<file path="config.mk">
export PLATFORM = sky130hd
export DESIGN_NAME = db_arbiter
export DESIGN_NICKNAME = d
export VERILOG_FILES = /design/src/rtl/db_arbiter.sv
export SDC_FILE = /design/constraint.sdc
export NUM_CORES = 1
export LEC_CHECK = 0
export CAP_MARGIN = 40
export CORE_MARGIN = 2
export CORE_UTILIZATION = 36
export CTS_CLUSTER_DIAMETER = 120
export CTS_CLUSTER_SIZE = 10
export DETAILED_ROUTE_END_ITERATION = 12
export GPL_TIMING_DRIVEN = 0
export PLACE_DENSITY = 0.77
export SYNTH_ARGS = -nofsm -noshare
export SYNTH_HDL_FRONTEND = slang
export SYNTH_SLANG_ARGS = --single-unit
</file>
<file path="constraint.sdc">
create_clock -name clk -period 2.9 [get_ports clk]
set_input_delay 0.58 -clock clk [delete_from_list [all_inputs] [get_ports clk]]
set_output_delay 0.58 -clock clk [all_outputs]
set_load 0.05 [all_outputs]
</file>
<file path="src/rtl/db_arbiter.sv">
// Round-robin data-bus arbiter: serialises master requests into two-cycle
// ACCESS/ACK transactions. Define DB_ARB_LOCK_EN to let a locked owner burst.
module db_arbiter #(
  parameter int NUM_REQ = 4,
  parameter int ADDR_W  = 16,
  parameter int DATA_W  = 8
) (
  input  logic                      clk,
  input  logic                      reset,
  input  logic [NUM_REQ-1:0]        req,
  input  logic [NUM_REQ-1:0]        we,
  input  logic [NUM_REQ*ADDR_W-1:0] addr,
  input  logic [NUM_REQ*DATA_W-1:0] wdata,
  input  logic [NUM_REQ-1:0]        lock,
  output logic [NUM_REQ-1:0]        gnt,
  output logic [NUM_REQ-1:0]        ack,
  output logic [DATA_W-1:0]         rdata,
  output logic [ADDR_W-1:0]         bus_addr,
  output logic [DATA_W-1:0]         bus_wdata,
  output logic                      bus_oe,
  output logic                      bus_rd,
  output logic                      bus_wr,
  input  logic [DATA_W-1:0]         bus_rdata
);

  localparam int IDX_W = $clog2(NUM_REQ);

  localparam logic [1:0] S_IDLE   = 2'd0;
  localparam logic [1:0] S_ACCESS = 2'd1;
  localparam logic [1:0] S_ACK    = 2'd2;

  logic [1:0]         state_q, state_d;
  logic [IDX_W-1:0]   ptr_q, ptr_d;
  logic [NUM_REQ-1:0] gnt_q, gnt_d;
  logic [NUM_REQ-1:0] ack_q, ack_d;
  logic [DATA_W-1:0]  rdata_q, rdata_d;
  logic [ADDR_W-1:0]  bus_addr_q, bus_addr_d;
  logic [DATA_W-1:0]  bus_wdata_q, bus_wdata_d;
  logic               we_q, we_d;

  logic [IDX_W-1:0]   own_idx;
  logic [IDX_W-1:0]   arb_base;
  logic [NUM_REQ-1:0] arb_mask;
  logic               burst;
  logic               win_found;
  logic [IDX_W-1:0]   win_idx;

  always_comb begin
    own_idx = '0;
    for (int i = 0; i < NUM_REQ; i++)
      if (gnt_q[i]) own_idx = IDX_W'(i);
  end

`ifdef DB_ARB_LOCK_EN
  assign burst = (state_q == S_ACK) && lock[own_idx] && req[own_idx];
`else
  logic unused_lock;
  assign unused_lock = ^lock;
  assign burst       = 1'b0;
`endif

  // In ACK the search starts just after the current owner and skips it, so
  // the owner can only win again (without a burst) via IDLE.
  always_comb begin
    int j;
    j         = 0;
    arb_base  = (state_q == S_ACK) ? own_idx : ptr_q;
    arb_mask  = req;
    if (state_q == S_ACK) arb_mask[own_idx] = 1'b0;
    win_found = 1'b0;
    win_idx   = '0;
    for (int k = 1; k <= NUM_REQ; k++) begin
      j = int'(arb_base) + k;
      if (j >= NUM_REQ) j = j - NUM_REQ;
      if (!win_found && arb_mask[IDX_W'(j)]) begin
        win_found = 1'b1;
        win_idx   = IDX_W'(j);
      end
    end
    if (burst) begin
      win_found = 1'b1;
      win_idx   = own_idx;
    end
  end

  always_comb begin
    state_d     = state_q;
    ptr_d       = ptr_q;
    gnt_d       = gnt_q;
    ack_d       = '0;
    rdata_d     = rdata_q;
    bus_addr_d  = bus_addr_q;
    bus_wdata_d = bus_wdata_q;
    we_d        = we_q;
    case (state_q)
      S_IDLE: begin
        if (win_found) begin
          state_d     = S_ACCESS;
          gnt_d       = NUM_REQ'(1) << win_idx;
          we_d        = we[win_idx];
          bus_addr_d  = addr[win_idx*ADDR_W +: ADDR_W];
          bus_wdata_d = wdata[win_idx*DATA_W +: DATA_W];
        end
      end
      S_ACCESS: begin
        if (!we_q) rdata_d = bus_rdata;
        ack_d   = gnt_q;
        state_d = S_ACK;
      end
      S_ACK: begin
        if (!burst) ptr_d = own_idx;
        if (win_found) begin
          state_d     = S_ACCESS;
          gnt_d       = NUM_REQ'(1) << win_idx;
          we_d        = we[win_idx];
          bus_addr_d  = addr[win_idx*ADDR_W +: ADDR_W];
          bus_wdata_d = wdata[win_idx*DATA_W +: DATA_W];
        end else begin
          state_d = S_IDLE;
          gnt_d   = '0;
        end
      end
      default: begin
        state_d = S_IDLE;
        gnt_d   = '0;
      end
    endcase
  end

  always_ff @(posedge clk or posedge reset) begin
    if (reset) begin
      state_q     <= S_IDLE;
      ptr_q       <= IDX_W'(NUM_REQ - 1);
      gnt_q       <= '0;
      ack_q       <= '0;
      rdata_q     <= '0;
      bus_addr_q  <= '0;
      bus_wdata_q <= '0;
      we_q        <= 1'b0;
    end else begin
      state_q     <= state_d;
      ptr_q       <= ptr_d;
      gnt_q       <= gnt_d;
      ack_q       <= ack_d;
      rdata_q     <= rdata_d;
      bus_addr_q  <= bus_addr_d;
      bus_wdata_q <= bus_wdata_d;
      we_q        <= we_d;
    end
  end

  // Strobes decode straight from state so reset kills them asynchronously.
  assign bus_rd    = (state_q == S_ACCESS) && !we_q;
  assign bus_wr    = (state_q == S_ACCESS) && we_q;
  assign bus_oe    = bus_wr;
  assign gnt       = gnt_q;
  assign ack       = ack_q;
  assign rdata     = rdata_q;
  assign bus_addr  = bus_addr_q;
  assign bus_wdata = bus_wdata_q;

endmodule

</file>
==> reports/metrics.json, run 1 <==
{
  "outcome": {
    "outcome": "completed"
  },
  "setup_path": {
    "crit_path_slowest_cell": "sky130_fd_sc_hd__dfrtp_1",
    "count_of_cells_along_the_worst_register_to_register_path": 11,
    "register_to_register_setup_slack_ps": 50,
    "delay_of_the_slowest_cell_on_the_worst_path_ps": 440,
    "worst-path-stages": 11,
    "criticalPathCategory": "register to register",
    "rr_endpoint": "bus_addr[4]$_DFFE_PP0P_",
    "critical_path.top_delay_family": "compound AO/OA/AOI/OAI gates",
    "worstPathCellList": "or3b_1 -> buf_6 -> o32ai_4 -> a221oi_4 -> a21o_1 -> a2111oi_4 -> o32ai_4 -> nor3_4 -> buf_6 -> buf_12 -> mux2i_1",
    "critPathRequiredTime_ps": 3120,
    "regToRegStartpoint": "state_q[0]$_DFFE_PP0N_",
    "worstSetupEndpoint": "bus_addr[4]$_DFFE_PP0P_",
    "timing.critical_path.buf_inv": 3,
    "arrival_ps": 3070,
    "kind_of_start_point_of_the_critical_path": "register",
    "critical_path.max_fanout": 10,
    "critPathLaunch": "state_q[0]$_DFFE_PP0N_",
    "setup.worst_path.end_class": "register"
  },
  "pwr": {
    "power.density_cell_area_nw_per_um2": 1556,
    "cellLeakagePower_nw": 2.135,
    "peakVddDrop_mv": 0.7327
  },
  "floorplanning": {
    "die_w_um": 96.09,
    "floorplan.initialDensity": 0.3716,
    "core_area_um2": 8217,
    "floorplan.die_area_um2": 9233,
    "die_h_um": 96.09,
    "row_count": 33,
    "pin_count": 161
  },
  "timing": {
    "finalCritPeriodShare": 0.9845,
    "worst_hold_slack_ps": 523.3,
    "slew-limit-headroom": 0.6446,
    "transition_time_of_the_tightest_slew_check_pin_ps": 531.4,
    "final.min_clock_period_ps": 2855,
    "timing.final.setup_violations": 0,
    "hold_violations": 0,
    "final-max-slew-violation-count": 0,
    "unrepaired_setup_endpoints_after_global_routing": "true",
    "fmaxAchievable_ghz": 0.3503,
    "clock_skew_ps": 8.209
  },
  "drt": {
    "viasPerCell": 5.589,
    "post_drt_wl_per_cell_um": 18.26,
    "detail-route-antenna-nets": 0,
    "detail_route.first_pass.iterations": 4,
    "top_signal_layer_used": "met4",
    "total_length_of_routed_wires_um": 10630,
    "vias_after_detailed_routing": 3253,
    "met2RoutedLength_um": 5266,
    "dr_wl_met3_um": 937,
    "drt-met1-wl_um": 4249,
    "drt_drc": 0,
    "detail_route.iter0.violations": 206
  },
  "synthesis": {
    "mappedNetlistArea_um2": 3053,
    "synth_enable_flop_cells": 0,
    "postSynthAreaPerCell_um2": 10.53,
    "total_nets_after_synthesis": 408,
    "ys.flop_type": "sky130_fd_sc_hd__dfrtp_1",
    "yosysSeqAreaShare": 0.3697,
    "synth_seq_cells": 45,
    "async_flop_share": 1.000,
    "yosys.cell_types.count": 52,
    "post_synth_inst_count": 290,
    "synth.yosys.warnings": 0
  },
  "finish": {
    "finalInstanceArea_um2": 5436,
    "fill_cell_total_of_the_finished_layout": 647,
    "count_of_inserted_antenna_diode_cells": 0,
    "syn2layout_area_growth_pct": 78.07,
    "drive_gt1_frac": 0.2285,
    "fin_nets": 594
  },
  "global_route": {
    "maximum_number_of_pins_on_one_net_before_global_route_repair": 30,
    "first_global_vias": 3261,
    "grt_first_pass_wirelength_um": 15730,
    "grt_antenna_before_repair": 0,
    "globalRouteTotalUtil": 0.2198,
    "globalRouteOverflowTotal": 0
  },
  "place": {
    "place_area_um2": 4812,
    "place_congestion": 0.8245,
    "dp_hpwl_um": 7661,
    "io_buffers": 156
  },
  "clock_tree": {
    "cts-root-buf": "sky130_fd_sc_hd__clkbuf_8",
    "clock-sinks": 45,
    "post_cts_hold_buffer_count": 0,
    "cts_tree": "built",
    "worstSkewPairLatency_ps": 290,
    "number_of_cts_inserted_buffers": 5,
    "clk_transition_reported_paths_ps": 90,
    "ctsLongestPathBuffers": 2,
    "htreeDepth": 2
  },
  "flow_run": {
    "cap_violations": 0
  },
  "worst_hold_path": {
    "holdCritPathClass": "register to register"
  }
}
## kinds of logic (layout without fill, tap and decap cells)
logic type,after synthesis,count (layout),synth area share
flip-flops,45,45,0.3697
AND/OR/NAND/NOR,37,37,0.07131
AO/OA/AOI/OAI,112,112,0.2992
multiplexers,61,61,0.2033
buffers and inverters,35,222,0.05656
## metrics by stage
stage	cells	util	setup slack (ps)	TNS, ps	power (W)
global route	582	0.6616	-96.39	-1500	0.008935
finish	582	0.6616	45.08	0	0.008459
detailed placement	552	0.5857	-997.6	-25350	0.006774
global placement	551	0.5832	-944.6	-23210	0.006641
CTS	571	0.6406	2.224	0	0.008040
floorplan	290	-	-84.28	-1686	0.005257
## synthesized netlist by cell type, types with 2 or more instances
| master | instances | area, µm² |
|---|---|---|
| sky130_fd_sc_hd__a2bb2oi_1 | 2 | 17.52 |
| sky130_fd_sc_hd__buf_8 | 2 | 30.03 |
| sky130_fd_sc_hd__o2bb2ai_1 | 25 | 219.0 |
| sky130_fd_sc_hd__and2_1 | 7 | 43.79 |
| sky130_fd_sc_hd__nor2_1 | 4 | 15.01 |
| sky130_fd_sc_hd__dfstp_2 | 2 | 52.55 |
| sky130_fd_sc_hd__nand2_1 | 7 | 26.28 |
| sky130_fd_sc_hd__a21o_1 | 2 | 15.01 |
| sky130_fd_sc_hd__mux2_2 | 8 | 90.09 |
| sky130_fd_sc_hd__nor2b_1 | 5 | 31.28 |
| sky130_fd_sc_hd__nand2b_1 | 4 | 25.02 |
| sky130_fd_sc_hd__a221oi_1 | 2 | 17.52 |
| sky130_fd_sc_hd__mux2i_1 | 53 | 530.5 |
| sky130_fd_sc_hd__o21ai_0 | 31 | 155.2 |
| sky130_fd_sc_hd__buf_2 | 6 | 30.03 |
| sky130_fd_sc_hd__a311oi_1 | 25 | 219.0 |
| sky130_fd_sc_hd__o32ai_1 | 5 | 43.79 |
| sky130_fd_sc_hd__clkbuf_1 | 17 | 63.81 |
| sky130_fd_sc_hd__and3_1 | 2 | 12.51 |
| sky130_fd_sc_hd__inv_1 | 6 | 22.52 |
| sky130_fd_sc_hd__nand3_1 | 2 | 10.01 |
| sky130_fd_sc_hd__dfrtp_1 | 43 | 1076 |
## sequential cells by signal, indices dropped and copies added (netlist names)
register / flops
state_q: 2
ptr_q: 2
rdata: 8
gnt: 4
bus_addr: 16
bus_wdata: 8
we_q: 1
ack: 4
## worst min path at each step
stage	from	to	slack, ps	cells after the start
2_1_floorplan	state_q[1]$_DFFE_PP0N_	gnt[3]$_DFFE_PP0P_	530	1
3_3_place_gp	rdata[2]$_DFFE_PP0P_	rdata[2]$_DFFE_PP0P_	490	1
3_5_place_dp	rdata[1]$_DFFE_PP0P_	rdata[1]$_DFFE_PP0P_	500	1
4_1_cts	rdata[1]$_DFFE_PP0P_	rdata[1]$_DFFE_PP0P_	520	1
5_1_grt	rdata[2]$_DFFE_PP0P_	rdata[2]$_DFFE_PP0P_	540	1
6_report	gnt[0]$_DFFE_PP0P_	ack[0]$_DFF_PP0_	520	1
## what timing repair did
action / 4_1_cts / 5_1_grt
setup buffers: 11 / 11
setup endpoints to repair: 33 / 31
pin swaps: 11 / 4
resized for setup: 63 / 35
cloned: 1 / 0
## final cells by class
| type | count | area, µm² | share of cell area |
|---|---|---|---|
| multi-input combinational | 210 | 2008 | 0.3694 |
| inverter | 7 | 26.28 | 0.004833 |
| tap | 105 | 131.4 | 0.02417 |
| buffer | 27 | 229.0 | 0.04212 |
| clock buffer | 5 | 68.82 | 0.01266 |
| timing repair buffer | 180 | 1794 | 0.3300 |
| sequential | 45 | 1132 | 0.2083 |
| clock inverter | 3 | 46.29 | 0.008516 |
## report_power, final
| part | switching [W] | internal [W] | leakage, nW |
|---|---|---|---|
| clock network | 0.000230 | 0.000258 | 0.0543 |
| logic | 0.00369 | 0.00307 | 1.55 |
| registers | 0.000229 | 0.000981 | 0.529 |
| total | 0.00415 | 0.00431 | 2.13 |
## cells in the final DEF, fill, tap and decap left out, types with 3 or more instances in the layout
cell	Yosys	routed
sky130_fd_sc_hd__a311oi_1	25	20
sky130_fd_sc_hd__a311oi_2	0	5
sky130_fd_sc_hd__and2_1	7	6
sky130_fd_sc_hd__buf_2	6	3
sky130_fd_sc_hd__buf_4	1	23
sky130_fd_sc_hd__buf_6	1	12
sky130_fd_sc_hd__clkbuf_2	0	5
sky130_fd_sc_hd__clkbuf_8	0	5
sky130_fd_sc_hd__clkdlybuf4s50_1	0	151
sky130_fd_sc_hd__dfrtp_1	43	40
sky130_fd_sc_hd__dfrtp_2	0	3
sky130_fd_sc_hd__dlygate4sd2_1	0	4
sky130_fd_sc_hd__inv_1	6	4
sky130_fd_sc_hd__inv_2	1	3
sky130_fd_sc_hd__mux2_2	8	8
sky130_fd_sc_hd__mux2i_1	53	50
sky130_fd_sc_hd__nand2_1	7	6
sky130_fd_sc_hd__nand2b_1	4	4
sky130_fd_sc_hd__nor2_1	4	3
sky130_fd_sc_hd__nor2b_1	5	3
sky130_fd_sc_hd__o21ai_0	31	28
sky130_fd_sc_hd__o21ai_1	1	3
sky130_fd_sc_hd__o2bb2ai_1	25	25
## routing by layer
layer,up-vias,track usage
li1,1524,-
met1,1540,0.2738
met2,174,0.3831
met3,15,0.04385
met4,0,0.06429
met5,-,0
Power figures use the tool's default switching activity.
==> run 2: changes to the inputs <==
Settings changed: CORE_UTILIZATION 36 to 31, CTS_CLUSTER_SIZE 10 to 30.
==> run 2 against run 1 <==
  * The run now ends with negative setup slack left
  * Clock skew shrank 1.7 ps
  * Design area about the same
  * First-iteration DRC count decreased by 47%
  * Final cell count is 4.5% higher
  * Combinational power increased by 1%
  * Clock power fell by 13%
  * Routed wire length grew 6.9%
  * Via count shrank 0.40%
  * Sequential share of layout area hardly changed
==> reports/metrics.json, run 2 (synthesis gave the netlist of run 1 again) <==
{
  "clock_tree": {
    "clock-sinks": {"value": 45, "change": "unchanged"},
    "htreeDepth": {"value": 2, "change": "unchanged"},
    "cts_tree": "built",
    "cts-root-buf": "sky130_fd_sc_hd__clkbuf_8",
    "clk_transition_reported_paths": {"value": 100, "unit": "ps", "change": "about the same"},
    "ctsLongestPathBuffers": {"value": 2, "change": "unchanged"},
    "worstSkewPairLatency": {"value": 300, "unit": "ps", "change": "about the same"},
    "number_of_cts_inserted_buffers": {"value": 5, "change": "unchanged"},
    "post_cts_hold_buffer_count": {"value": 0, "change": "unchanged"}
  },
  "place": {
    "place_congestion": {"value": 0.8717, "change": "+5.7%"},
    "io_buffers": {"value": 156, "change": "unchanged"},
    "dp_hpwl": {"value": 7754, "unit": "µm", "change": "+1.2%"}
  },
  "timing": {
    "timing.final.setup_violations": {"value": 21, "change": "+21"},
    "hold_violations": {"value": 0, "change": "unchanged"},
    "fmaxAchievable": {"value": 0.3354, "unit": "GHz", "change": "-4.3%"},
    "final.min_clock_period": {"value": 2982, "unit": "ps", "change": "+126.8 ps"},
    "finalCritPeriodShare": {"value": 1.028, "change": "+0.04373"},
    "totalNegativeSetupSlack": {"value": -792.3, "unit": "ps", "change": "-792.3 ps"},
    "slew-limit-headroom": {"value": 0.5653, "change": "-0.07936"},
    "clock_skew": {"value": 6.550, "unit": "ps", "change": "-1.660 ps"},
    "final-max-slew-violation-count": {"value": 0, "change": "unchanged"},
    "transition_time_of_the_tightest_slew_check_pin": {"value": 652.1, "unit": "ps", "change": "+120.7 ps"},
    "unrepaired_setup_endpoints_after_global_routing": "true",
    "post-route-worst-setup-slack": {"value": -81.74, "unit": "ps", "change": "-126.8 ps"}
  },
  "setup_path": {
    "regToRegStartpoint": "state_q[0]$_DFFE_PP0N_",
    "critPathRequiredTime": {"value": 3130, "unit": "ps", "change": "about the same"},
    "critical_path.max_fanout": {"value": 7, "change": "-3"},
    "criticalPathCategory": "register to register",
    "register_to_register_setup_slack": {"value": -80, "unit": "ps", "change": "-130 ps"},
    "worstPathCellList": "or3b_1 -> buf_6 -> o32ai_4 -> a221oi_4 -> a21o_1 -> a2111oi_4 -> o32ai_4 -> nor3_4 -> buf_4 -> clkbuf_16 -> mux2i_1",
    "kind_of_start_point_of_the_critical_path": "register",
    "arrival": {"value": 3210, "unit": "ps", "change": "+140 ps"},
    "timing.critical_path.mode_cell": "sky130_fd_sc_hd__o32ai_4",
    "crit_path_slowest_cell": "sky130_fd_sc_hd__dfrtp_2",
    "setup.worst_path.end_class": "register",
    "count_of_cells_along_the_worst_register_to_register_path": {"value": 11, "change": "unchanged"},
    "rr_endpoint": "bus_wdata[3]$_DFFE_PP0P_",
    "delay_of_the_slowest_cell_on_the_worst_path": {"value": 420, "unit": "ps", "change": "-20 ps"}
  },
  "finish": {
    "fill_cell_total_of_the_finished_layout": {"value": 826, "change": "+28%"},
    "fin_nets": {"value": 592, "change": "-0.34%"},
    "drive_gt1_frac": {"value": 0.2211, "change": "-0.007459"},
    "syn2layout_area_growth": {"value": 78.20, "unit": "%", "change": "about the same"},
    "largest_reg_flops": {"value": 16, "change": "unchanged"},
    "mostFrequentLayoutCell": "sky130_fd_sc_hd__clkdlybuf4s50_1",
    "layout.cells.most_common_list": "sky130_fd_sc_hd__clkdlybuf4s50_1, sky130_fd_sc_hd__mux2i_1, sky130_fd_sc_hd__dfrtp_1",
    "count_of_inserted_antenna_diode_cells": {"value": 0, "change": "unchanged"}
  },
  "global_route": {
    "grt_antenna_before_repair": {"value": 0, "change": "unchanged"},
    "maximum_number_of_pins_on_one_net_before_global_route_repair": {"value": 24, "change": "-20%"},
    "grt_first_pass_wirelength": {"value": 16360, "unit": "µm", "change": "+4.0%"},
    "globalRouteTotalUtil": {"value": 0.1975, "change": "-0.02229"},
    "first_global_vias": {"value": 3203, "change": "-1.8%"},
    "globalRouteOverflowTotal": {"value": 0, "change": "unchanged"}
  },
  "drt": {
    "detail_route.iter0.violations": {"value": 110, "change": "-47%"},
    "detail_route.first_pass.iterations": {"value": 4, "change": "unchanged"},
    "vias_after_detailed_routing": {"value": 3240, "change": "-0.40%"},
    "viasPerCell": {"value": 5.329, "change": "-4.7%"},
    "detail-route-antenna-nets": {"value": 0, "change": "unchanged"},
    "total_length_of_routed_wires": {"value": 11360, "unit": "µm", "change": "+6.9%"},
    "post_drt_wl_per_cell": {"value": 18.69, "unit": "µm", "change": "+2.3%"},
    "drt_drc": {"value": 0, "change": "unchanged"}
  },
  "worst_hold_path": {
    "min_delay_worst_endpoint": "rdata[0]$_DFFE_PP0P_",
    "holdCritPathClass": "register to register",
    "min_from": "rdata[0]$_DFFE_PP0P_",
    "whs_path_depth": {"value": 1, "change": "unchanged"}
  },
  "pwr": {
    "cellLeakagePower": {"value": 2.113, "unit": "nW", "change": "-0.99%"},
    "peakVddDrop": {"value": 0.6079, "unit": "mV", "change": "-17%"},
    "finalPower": {"value": 0.008468, "unit": "W", "change": "+0.11%"},
    "power.density_cell_area": {"value": 1556, "unit": "nW/µm²", "change": "about the same"}
  },
  "floorplanning": {
    "floorplan.die_area": {"value": 10660, "unit": "µm²", "change": "+15%"},
    "row_count": {"value": 36, "change": "+9.1%"},
    "core_area": {"value": 9684, "unit": "µm²", "change": "+18%"},
    "die_h": {"value": 103.2, "unit": "µm", "change": "+7.4%"},
    "die_w": {"value": 103.2, "unit": "µm", "change": "+7.4%"},
    "floorplan.initialDensity": {"value": 0.3152, "change": "-0.05631"},
    "pin_count": {"value": 161, "change": "unchanged"}
  },
  "outcome": {
    "violated_checks": "negative setup slack",
    "outcome": "complete, but fails checks"
  },
  "flow_run": {
    "cap_violations": {"value": 0, "change": "unchanged"}
  }
}
run 2: worst max path at each step:
stage | from | end | cells past startpoint
2_1_floorplan | gnt[3]$_DFFE_PP0P_ | bus_addr[0]$_DFFE_PP0P_ | 10
3_3_place_gp | req[0] | bus_wdata[7]$_DFFE_PP0P_ | 11
3_5_place_dp | req[0] | bus_addr[0]$_DFFE_PP0P_ | 11
4_1_cts | state_q[0]$_DFFE_PP0N_ | bus_addr[8]$_DFFE_PP0P_ | 11
5_1_grt | state_q[0]$_DFFE_PP0N_ | we_q$_DFFE_PP0P_ | 11
6_report | state_q[0]$_DFFE_PP0N_ | bus_wdata[3]$_DFFE_PP0P_ | 11
run 2: layout make-up:
type | instances | area, µm² | area share
flip-flops and latches | 45 | 1132 | 0.2081
well taps | 133 | 166.4 | 0.03059
clock inverters | 3 | 21.27 | 0.003910
clock buffers | 5 | 68.82 | 0.01265
repair buffers | 178 | 1789 | 0.3289
plain buffers | 27 | 201.4 | 0.03703
multi-input cells | 210 | 2034 | 0.3740
inverters | 7 | 26.28 | 0.004830
run 2: critical path: cells and delay by family, from the launching register on:
kind            cells  cell delay, ps
compound gates      5            1150
buf+inv             3             470
flops               1             420
mux                 1             190
simple gates        2             660
run 2: through the flow:
stage | std cells | hold WS [ps] | util | setup slack [ps] | area [µm²]
6_report | 608 | 513.0 | 0.5618 | -81.74 | 5440
3_3_place_gp | 579 | 490.9 | 0.4985 | -935.7 | 4827
4_1_cts | 599 | 516.3 | 0.5432 | -16.88 | 5260
3_5_place_dp | 580 | 494.7 | 0.5005 | -1047 | 4847
2_1_floorplan | 290 | 525.6 | - | -84.28 | 3099
5_1_grt | 608 | 529.6 | 0.5618 | -195.4 | 5440
run 2: metal layers:
layer  up-vias  GRT usage  share of wire
met2       140     0.3417           0.52
met1      1574     0.2549           0.41
met4         0    0.05364         0.0082
li1       1518          -              -
met3         8    0.03427          0.060
met5         -          0              0
run 2: repair_timing:
item,in CTS,in global routing
buffers inserted,11,9
pin swaps,8,4
cloned,1,1
gates resized for setup,61,21
endpoints found under the hold margin,0,0
endpoints found under the setup margin,33,29
run 2: where the power goes:
group          leakage [nW]  internal (W)  switching [W]
combinational          1.54       0.00303        0.00381
clock                0.0445      0.000172       0.000251
sequential            0.529      0.000981       0.000226
total                  2.11       0.00418        0.00428
